[config.mk]
export PLATFORM = sky130hd
export DESIGN_NAME = addsub_arbiter_flat
export DESIGN_NICKNAME = d
export VERILOG_FILES = /design/src/rtl/addsub_arbiter_if.sv /design/src/rtl/addsub_arbiter.sv /design/src/flat_wrapper.sv
export SDC_FILE = /design/constraint.sdc
export NUM_CORES = 1
export LEC_CHECK = 0
export ABC_AREA = 0
export BUFFER_PORTS_ARGS = -buffer_cell sky130_fd_sc_hd__buf_2
export CORE_MARGIN = 2
export CORE_UTILIZATION = 40
export DETAILED_ROUTE_END_ITERATION = 8
export GPL_ROUTABILITY_DRIVEN = 0
export PLACE_DENSITY_LB_ADDON = 0.1
export SLEW_MARGIN = 25
export SYNTH_ARGS = -nofsm -noshare
export SYNTH_HDL_FRONTEND = slang
export SYNTH_SLANG_ARGS = --single-unit
[constraint.sdc]
create_clock -name clk_i -period 4.65 [get_ports clk_i]
set_input_delay 0.465 -clock clk_i [delete_from_list [all_inputs] [get_ports clk_i]]
set_output_delay 0.465 -clock clk_i [all_outputs]
set_load 0.01 [all_outputs]
[src/rtl/addsub_arbiter_if.sv]
// Request/response bundle between N requesters and the shared add/subtract unit.
// Requester i owns lane [i*WIDTH +: WIDTH] of req_a/req_b and bit i of the other vectors.
interface addsub_arbiter_if #(
  parameter int WIDTH = 8,
  parameter int N     = 4
);
  localparam int IDW = (N > 1) ? $clog2(N) : 1;

  logic [N-1:0]       req_valid;
  logic [N-1:0]       req_ready;
  logic [N*WIDTH-1:0] req_a;
  logic [N*WIDTH-1:0] req_b;
  logic [N-1:0]       req_op;
  logic               rsp_valid;
  logic               rsp_ready;
  logic [IDW-1:0]     rsp_id;
  logic [WIDTH-1:0]   rsp_diff;
  logic               rsp_c;

  modport master (
    output req_valid, req_a, req_b, req_op, rsp_ready,
    input  req_ready, rsp_valid, rsp_id, rsp_diff, rsp_c
  );

  modport slave (
    input  req_valid, req_a, req_b, req_op, rsp_ready,
    output req_ready, rsp_valid, rsp_id, rsp_diff, rsp_c
  );
endinterface

[src/rtl/addsub_arbiter.sv]
// Round-robin arbiter sharing one WIDTH-bit carry-chain adder/subtractor among N requesters.
// One operation in flight: IDLE (grant) -> CALC (adder) -> RESP (hold until accepted).
module addsub_arbiter #(
  parameter int WIDTH = 8,
  parameter int N     = 4
) (
  input  logic              clk_i,
  input  logic              rst_i,
  addsub_arbiter_if.slave   bus
);
  localparam int IDW = (N > 1) ? $clog2(N) : 1;

  typedef enum logic [1:0] {IDLE, CALC, RESP} state_t;

  state_t           state_q, state_d;
  logic [IDW-1:0]   ptr_q, ptr_d;
  logic [WIDTH-1:0] a_q, b_q;
  logic             op_q;
  logic [IDW-1:0]   id_q;
  logic             rsp_valid_q;
  logic [IDW-1:0]   rsp_id_q;
  logic [WIDTH-1:0] rsp_diff_q;
  logic             rsp_c_q;

  logic [N-1:0][WIDTH-1:0] a_arr, b_arr;
  logic [N-1:0]            gnt;
  logic [IDW-1:0]          win;
  logic                    found;
  int                      idx;
  logic [WIDTH-1:0]        b_eff;
  logic [WIDTH:0]          sum;

  assign a_arr = bus.req_a;
  assign b_arr = bus.req_b;

  // Walk from the farthest candidate back to ptr so the nearest valid one wins.
  always_comb begin
    found = 1'b0;
    win   = '0;
    idx   = 0;
    for (int k = N - 1; k >= 0; k--) begin
      idx = int'(ptr_q) + k;
      if (idx >= N) idx = idx - N;
      if (bus.req_valid[idx]) begin
        found = 1'b1;
        win   = IDW'(idx);
      end
    end
  end

  always_comb begin
    state_d = state_q;
    ptr_d   = ptr_q;
    gnt     = '0;
    case (state_q)
      IDLE: if (found) begin
        gnt[win] = 1'b1;
        ptr_d    = (win == IDW'(N - 1)) ? '0 : win + 1'b1;
        state_d  = CALC;
      end
      CALC:    state_d = RESP;
      RESP:    if (bus.rsp_ready) state_d = IDLE;
      default: state_d = IDLE;
    endcase
  end

  // Subtract is A + ~B + 1, so carry-out doubles as the unsigned A >= B flag.
  assign b_eff = op_q ? b_q : ~b_q;
  assign sum   = {1'b0, a_q} + {1'b0, b_eff} + {{WIDTH{1'b0}}, ~op_q};

  always_ff @(posedge clk_i or posedge rst_i) begin
    if (rst_i) begin
      state_q     <= IDLE;
      ptr_q       <= '0;
      a_q         <= '0;
      b_q         <= '0;
      op_q        <= 1'b0;
      id_q        <= '0;
      rsp_valid_q <= 1'b0;
      rsp_id_q    <= '0;
      rsp_diff_q  <= '0;
      rsp_c_q     <= 1'b0;
    end else begin
      state_q <= state_d;
      ptr_q   <= ptr_d;
      case (state_q)
        IDLE: if (found) begin
          a_q  <= a_arr[win];
          b_q  <= b_arr[win];
          op_q <= bus.req_op[win];
          id_q <= win;
        end
        CALC: begin
          rsp_diff_q  <= sum[WIDTH-1:0];
          rsp_c_q     <= sum[WIDTH];
          rsp_id_q    <= id_q;
          rsp_valid_q <= 1'b1;
        end
        RESP: if (bus.rsp_ready) rsp_valid_q <= 1'b0;
        default: ;
      endcase
    end
  end

  assign bus.req_ready = rst_i ? '0 : gnt;
  assign bus.rsp_valid = rsp_valid_q;
  assign bus.rsp_id    = rsp_id_q;
  assign bus.rsp_diff  = rsp_diff_q;
  assign bus.rsp_c     = rsp_c_q;
endmodule

[src/flat_wrapper.sv]
// flat-port wrapper written by rule: the top's interface ports become plain ports
module addsub_arbiter_flat 
#(
  parameter int WIDTH = 8,
  parameter int N     = 4
)
  (clk_i, rst_i, bus_req_valid, bus_req_a, bus_req_b, bus_req_op, bus_rsp_ready, bus_req_ready, bus_rsp_valid, bus_rsp_id, bus_rsp_diff, bus_rsp_c);
  addsub_arbiter_if #(.WIDTH(WIDTH), .N(N)) bus_i ();
  input  logic clk_i;
  input  logic rst_i;
  input wire logic [$bits(bus_i.req_valid)-1:0] bus_req_valid;
  input wire logic [$bits(bus_i.req_a)-1:0] bus_req_a;
  input wire logic [$bits(bus_i.req_b)-1:0] bus_req_b;
  input wire logic [$bits(bus_i.req_op)-1:0] bus_req_op;
  input wire logic [$bits(bus_i.rsp_ready)-1:0] bus_rsp_ready;
  output wire logic [$bits(bus_i.req_ready)-1:0] bus_req_ready;
  output wire logic [$bits(bus_i.rsp_valid)-1:0] bus_rsp_valid;
  output wire logic [$bits(bus_i.rsp_id)-1:0] bus_rsp_id;
  output wire logic [$bits(bus_i.rsp_diff)-1:0] bus_rsp_diff;
  output wire logic [$bits(bus_i.rsp_c)-1:0] bus_rsp_c;
  assign bus_i.req_valid = bus_req_valid;
  assign bus_i.req_a = bus_req_a;
  assign bus_i.req_b = bus_req_b;
  assign bus_i.req_op = bus_req_op;
  assign bus_i.rsp_ready = bus_rsp_ready;
  assign bus_req_ready = bus_i.req_ready;
  assign bus_rsp_valid = bus_i.rsp_valid;
  assign bus_rsp_id = bus_i.rsp_id;
  assign bus_rsp_diff = bus_i.rsp_diff;
  assign bus_rsp_c = bus_i.rsp_c;
  addsub_arbiter #(.WIDTH(WIDTH), .N(N)) u_core (.clk_i(clk_i), .rst_i(rst_i), .bus(bus_i));
endmodule
* After elaboration in Yosys (flattened, before gate mapping)
Cells that the tools add are included.
** Operators by class
- $add $sub $neg :: 10
- Magnitude comparators :: 10
- Equal/unequal tests :: 5
- Muxes and demuxes :: 42
- Bitwise logic cells :: 2
- Reduce and logical (&&, ||, !) cells :: 6
** Operators by type and width (number)
- $lt 32x4->1 const B :: 4
- $mux 32 :: 4
- $ge 32x4->1 const B :: 3
- $sub 32x4->32 const B :: 3
- $bmux 8 s2 :: 2
- $mux 8 :: 3
- $mux 1 :: 15
- $mux 2 :: 7
- $mux 4 :: 3
- $bmux 1 s2 :: 5
- $add 8x8->9 :: 1
- $add 9x1->9 :: 1
- $not 8->8 :: 1
- $add 2x2->3 const B :: 2
- $pmux 2 s3 :: 1
- $reduce_and 2->1 :: 3
- $eq 2x2->1 const B :: 2
- $sub 2x3->4 const B :: 1
- $add 2x1->3 const B :: 1
- $ge 2x3->1 const B :: 1
- $lt 2x3->1 const B :: 1
- $add 2x1->2 const B :: 1
- $demux 1 s2 :: 1
- $eq 2x1->1 const B :: 1
- 8 further kinds :: 8
** Storage, ports and cells
- Flip-flop bits (word level) :: 35
- Input bits :: 75
- Output and inout bits :: 16

* Depth between registers and ports, before layout
- Depth after elaboration :: 17
- Depth in mapped cells :: 9
- Depth with buffers taken out :: 8

* Worst setup path after synthesis
OpenSTA, ideal clock, no wires.
- Kind :: input-to-output
- Start point :: in bus_req_valid[0]
- End point :: out bus_req_ready[2]
- Arrival :: 1717 ps
- Required time :: 4185 ps
- Setup slack :: 2468 ps
- Stages on the path :: 7
- Path through :: a21o_1 > a21oi_1 > o22a_1 > buf_4 > buf_6 > buf_6 > nor4b_1
** On the way
- Longest elaborated chain between the ends :: 14
- Elaborated cells on any way between the ends :: 28
- Classes of those cells :: 2 x order compare; 25 x mux; 1 x reduce/logical
** Ends and longest elaborated chain
- start: declaration :: RTL line flat_wrapper.sv:11 : input wire logic [$bits(bus_i.req_valid)-1:0] bus_req_valid;
- $bmux 1 s2 :: RTL line addsub_arbiter.sv:44 : if (bus.req_valid[idx]) begin
- $mux 1 (implied by the code) (2 in series) :: RTL line addsub_arbiter.sv:44
- $mux 2 (4 in series) :: RTL line addsub_arbiter.sv:44
- $lt 2x3->1 (implied by the code) / $ge 2x1->1 (equally long branches) :: RTL line addsub_arbiter.sv:57 : gnt[win] = 1'b1;
- $logic_and 1x1->1 (implied by the code) :: RTL line addsub_arbiter.sv:57
- $mux 1 (implied by the code) :: RTL line addsub_arbiter.sv:57
- $demux 1 s2
- $mux 4 * :: RTL line addsub_arbiter.sv:56 : IDLE: if (found) begin
- $mux 4 * :: RTL line addsub_arbiter.sv:55 : case (state_q)
- $mux 4 * :: RTL line addsub_arbiter.sv:105 : assign bus.req_ready = rst_i ? '0 : gnt;
- end: declaration :: RTL line flat_wrapper.sv:16 : output wire logic [$bits(bus_i.req_ready)-1:0] bus_req_ready;
Mark *: on every way between the ends. The rest lies on a longest branch, timed or not. The select of a mux whose other input is x is not followed.

* Worst setup path after layout
- Start point :: reg u_core.ptr_q[1]
- End point :: out bus_req_ready[3]
** On the way
- Longest elaborated chain between the ends :: 17
- Elaborated cells on any way between the ends :: 43
- Classes of those cells :: 7 x add/sub; 6 x order compare; 29 x mux; 1 x reduce/logical
** Ends and longest elaborated chain
- start: declaration :: RTL line addsub_arbiter.sv:16 : logic [IDW-1:0] ptr_q, ptr_d;
- start signal: assignment :: RTL line addsub_arbiter.sv:85 : ptr_q <= ptr_d;
- $add 2x2->3 :: RTL line addsub_arbiter.sv:42 : idx = int'(ptr_q) + k;
- $sub 32x4->32 / $ge 32x4->1 (equally long branches) :: RTL line addsub_arbiter.sv:43 : if (idx >= N) idx = idx - N;
- $mux 32 :: RTL line addsub_arbiter.sv:43
- $bmux 1 s2 :: RTL line addsub_arbiter.sv:44
- $mux 1 (implied by the code) (2 in series) :: RTL line addsub_arbiter.sv:44
- $mux 2 (4 in series) :: RTL line addsub_arbiter.sv:44
- $lt 2x3->1 (implied by the code) / $ge 2x1->1 (equally long branches) :: RTL line addsub_arbiter.sv:57
- $logic_and 1x1->1 (implied by the code) :: RTL line addsub_arbiter.sv:57
- $mux 1 (implied by the code) :: RTL line addsub_arbiter.sv:57
- $demux 1 s2
- $mux 4 * :: RTL line addsub_arbiter.sv:56
- $mux 4 * :: RTL line addsub_arbiter.sv:55
- $mux 4 * :: RTL line addsub_arbiter.sv:105
Marked as above.

==> out/metrics.csv <==
stage;metric;value;unit
sta;Final setup violation count;0;
drt;routed vias/inst;5.07;
global_route;vias in the first global route;1918;
floorplan;core area;5570;um2
sta;Setup TNS;0;ps
drt;Avg WL per Cell;13.7;um
floorplan;Initial Utilization;0.419;
sta;RSZ-0062 raised after global routing;no;
power_and_ir_drop;Lkg Pwr;0.00145;uW
global_route;global-route wire length before repair;8.85;mm
yosys;most instantiated cells after synthesis;mux2i_1 (36), dfrtp_1 (35), nand2_1 (33);
finish;area grow syn2layout;23.3;%
sta;Hold WS;300;ps
cts;TritonCTS clock tree;done;
yosys;Synth Cell Area;2340;um2
drt;drc violations;0;
power_and_ir_drop;Pint;1140;uW
global_route;total congestion overflow;0;
drt;total wire length;5.32;mm
yosys;Cell variety after synth;45;
critical_path;WP data required;4180;ps
cts;clk sinks;35;
drt;via count;1963;
placed_design;Area after DPL;2800;um2
sta;final worst-path cycle share;0.627;
power_and_ir_drop;switching power;907;uW
power_and_ir_drop;VDD IR-drop max;0.304;mV
power_and_ir_drop;switching share of total power;0.443;
job;max-cap violations;0;
global_route;largest net degree at the start of global routing;37;
power_and_ir_drop;clock network power share;0.105;
cts;Post-CTS Setup Bufs;0;
yosys;Synth Flop Type;dfrtp_1;
critical_path;critical path arrival;2450;ps
finish;fin nets;398;
cts;clock buffer count from CTS;5;
critical_path;Worst setup SP type;flip-flop;
sta;min Tclk post-route;2910;ps
critical_path;CP Capture Type;output pin;
floorplan;Die Y-Extent;80.4;um
yosys;area leader, netlist;dfrtp_1;
finish;fin area;2880;um2
power_and_ir_drop;sequential fraction of design power;0.286;
floorplan;num ports;91;
drt;first-pass detailed-route iteration total;6;
sta;Fmax;0.343;GHz
yosys;mean post-synth cell area;10.2;um2
yosys;Seq/Total Area, Yosys;0.375;
power_and_ir_drop;P per Cell Area;710;nW/um2
drt;Antenna Nets Post-Route;0;
sta;worst-margin pin slew;812;ps
run_status;status;complete, no violations;
cts;H-tree levels;2;
cts;clock insertion delay at the later pin of the skew report;290;ps
finish;share of cells above drive strength 1;0.362;
cts;Clock transition at path regs;70;ps
finish;Antenna Diode Count;0;
cts;CTS root buf;clkbuf_8;
hold_path;Hold WC Path Type;in -> async;
yosys;EDFF count, synth;0;
global_route;initial antenna violation count;0;
critical_path;CP max FO;21;
yosys;Yosys top cell area share;0.375;
yosys;largest cells by area after synthesis;dfrtp_1 (37%), mux2i_1 (15%), nand2_1 (5.3%), o221ai_1 (4.5%), ha_1 (4.3%);
floorplan;num rows;27;
yosys;Mapped Cells;229;
drt;Initial DRC Count;86;
cts;maximum clock path buffer count;2;
floorplan;Die Span X;80.4;um
critical_path;Setup CP Type;reg -> out;
sta;Relative slew margins;0.459;
global_route;GRT Total Usage;0.178;
sta;fin worst setup slack;1740;ps
sta;final hold violation count;0;
placed_design;port buffer count;90;
yosys;Synthesized Nets;313;
sta;Slew Viols, Final;0;
floorplan;Die ar.;6470;um2
power_and_ir_drop;Comb pwr share;0.609;
yosys;Post-synth ARST share;1.00;
cts;Post-CTS Resized;0;
cts;hold-fix buffer count after cts;0;
placed_design;DPL Wire Length;4.00;mm
sta;Layout Skew;4.66;ps
finish;Filler cells;569;
placed_design;Place WS;1850;ps
yosys;Syn. warnings;0;
yosys;count leader, synth;mux2i_1;
yosys;synthesized flop and latch total;35;
per-stage QoR:
step / utilization / total power (uW) / instances
floorplan: - / 1590 / 229
global placement: 0.502 / 1830 / 379
detailed placement: 0.502 / 1850 / 379
CTS: 0.517 / 2070 / 387
global route: 0.517 / 2270 / 387
finish: 0.517 / 2050 / 387
routing by layer:
metal  track usage  wire, um  up-vias
met3        0.0494       328        4
met2         0.281      2370       67
met1         0.236      2570      877
li1              -         -     1015
met4        0.0559        45        0
met5             0         0        -
critical path, cell delays in order, from the launching register on:
cell     delay [ps]
dfrtp_1         430
a21o_1          170
a21oi_1         130
o22a_2          540
buf_4           410
ha_1            200
and3_1          150
buf_2           130
state kept, by name (all words and copies together) (netlist names):
name	cells
u_core.op_q	1
u_core.bus.rsp_c	1
u_core.b_q	8
u_core.ptr_q	2
u_core.a_q	8
u_core.bus.rsp_diff	8
u_core.bus.rsp_id	2
u_core.id_q	2
u_core.bus.rsp_valid	1
u_core.state_q	2
kinds of logic after synthesis:
family | after synthesis | share of synthesized area
AO/OA/AOI/OAI | 50 | 0.173
XOR/XNOR | 10 | 0.0375
adder cells (fa/ha/maj) | 9 | 0.0514
buffers and inverters | 25 | 0.0611
flip-flops | 35 | 0.375
multiplexers | 39 | 0.169
AND/OR/NAND/NOR | 61 | 0.133
placed cells by master, fill, tap and decap left out, types with 4 or more instances in the layout:
cell type / n
a21oi_1: 7
buf_2: 90
clkbuf_8: 5
dfrtp_1: 35
ha_1: 8
inv_1: 10
mux2i_1: 36
nand2_1: 33
nand2b_1: 7
nor2_1: 4
o21ai_0: 9
o221ai_1: 12
o221ai_2: 5
xnor2_1: 9
power groups by stage:
| stage | Combinational (uW) | Sequential, uW | Clock (uW) |
|---|---|---|---|
| floorplan | 1020 | 573 | 0 |
| global placement | 1240 | 586 | 0 |
| detailed placement | 1260 | 591 | 0 |
| CTS | 1260 | 587 | 224 |
| global route | 1430 | 608 | 237 |
| finish | 1250 | 585 | 216 |
final cells by class:
class | count | area, um2 | share of cell area
clock buffer | 5 | 68.8 | 0.0239
clock inverter | 3 | 15.0 | 0.00521
inverter | 11 | 46.3 | 0.0161
tap | 72 | 90.1 | 0.0313
timing repair buffer | 92 | 465 | 0.162
multi-input combinational | 169 | 1320 | 0.458
sequential | 35 | 876 | 0.304
final timing paths:
path	startpoint	end	slack, ps	cells past startpoint
setup reg to reg	u_core.op_q	u_core.bus.rsp_c	2360	8
hold / removal	rst_i	u_core.ptr_q[1]	300	3
max in group asynchronous	rst_i	u_core.a_q[5]	4000	3
min in group clk_i	bus_rsp_ready	u_core.state_q[1]	430	4
setup / recovery	u_core.ptr_q[1]	bus_req_ready[3]	1740	7
hold reg to reg	u_core.bus.rsp_diff[5]	u_core.bus.rsp_diff[5]	470	2
Power figures use the tool's default switching activity.
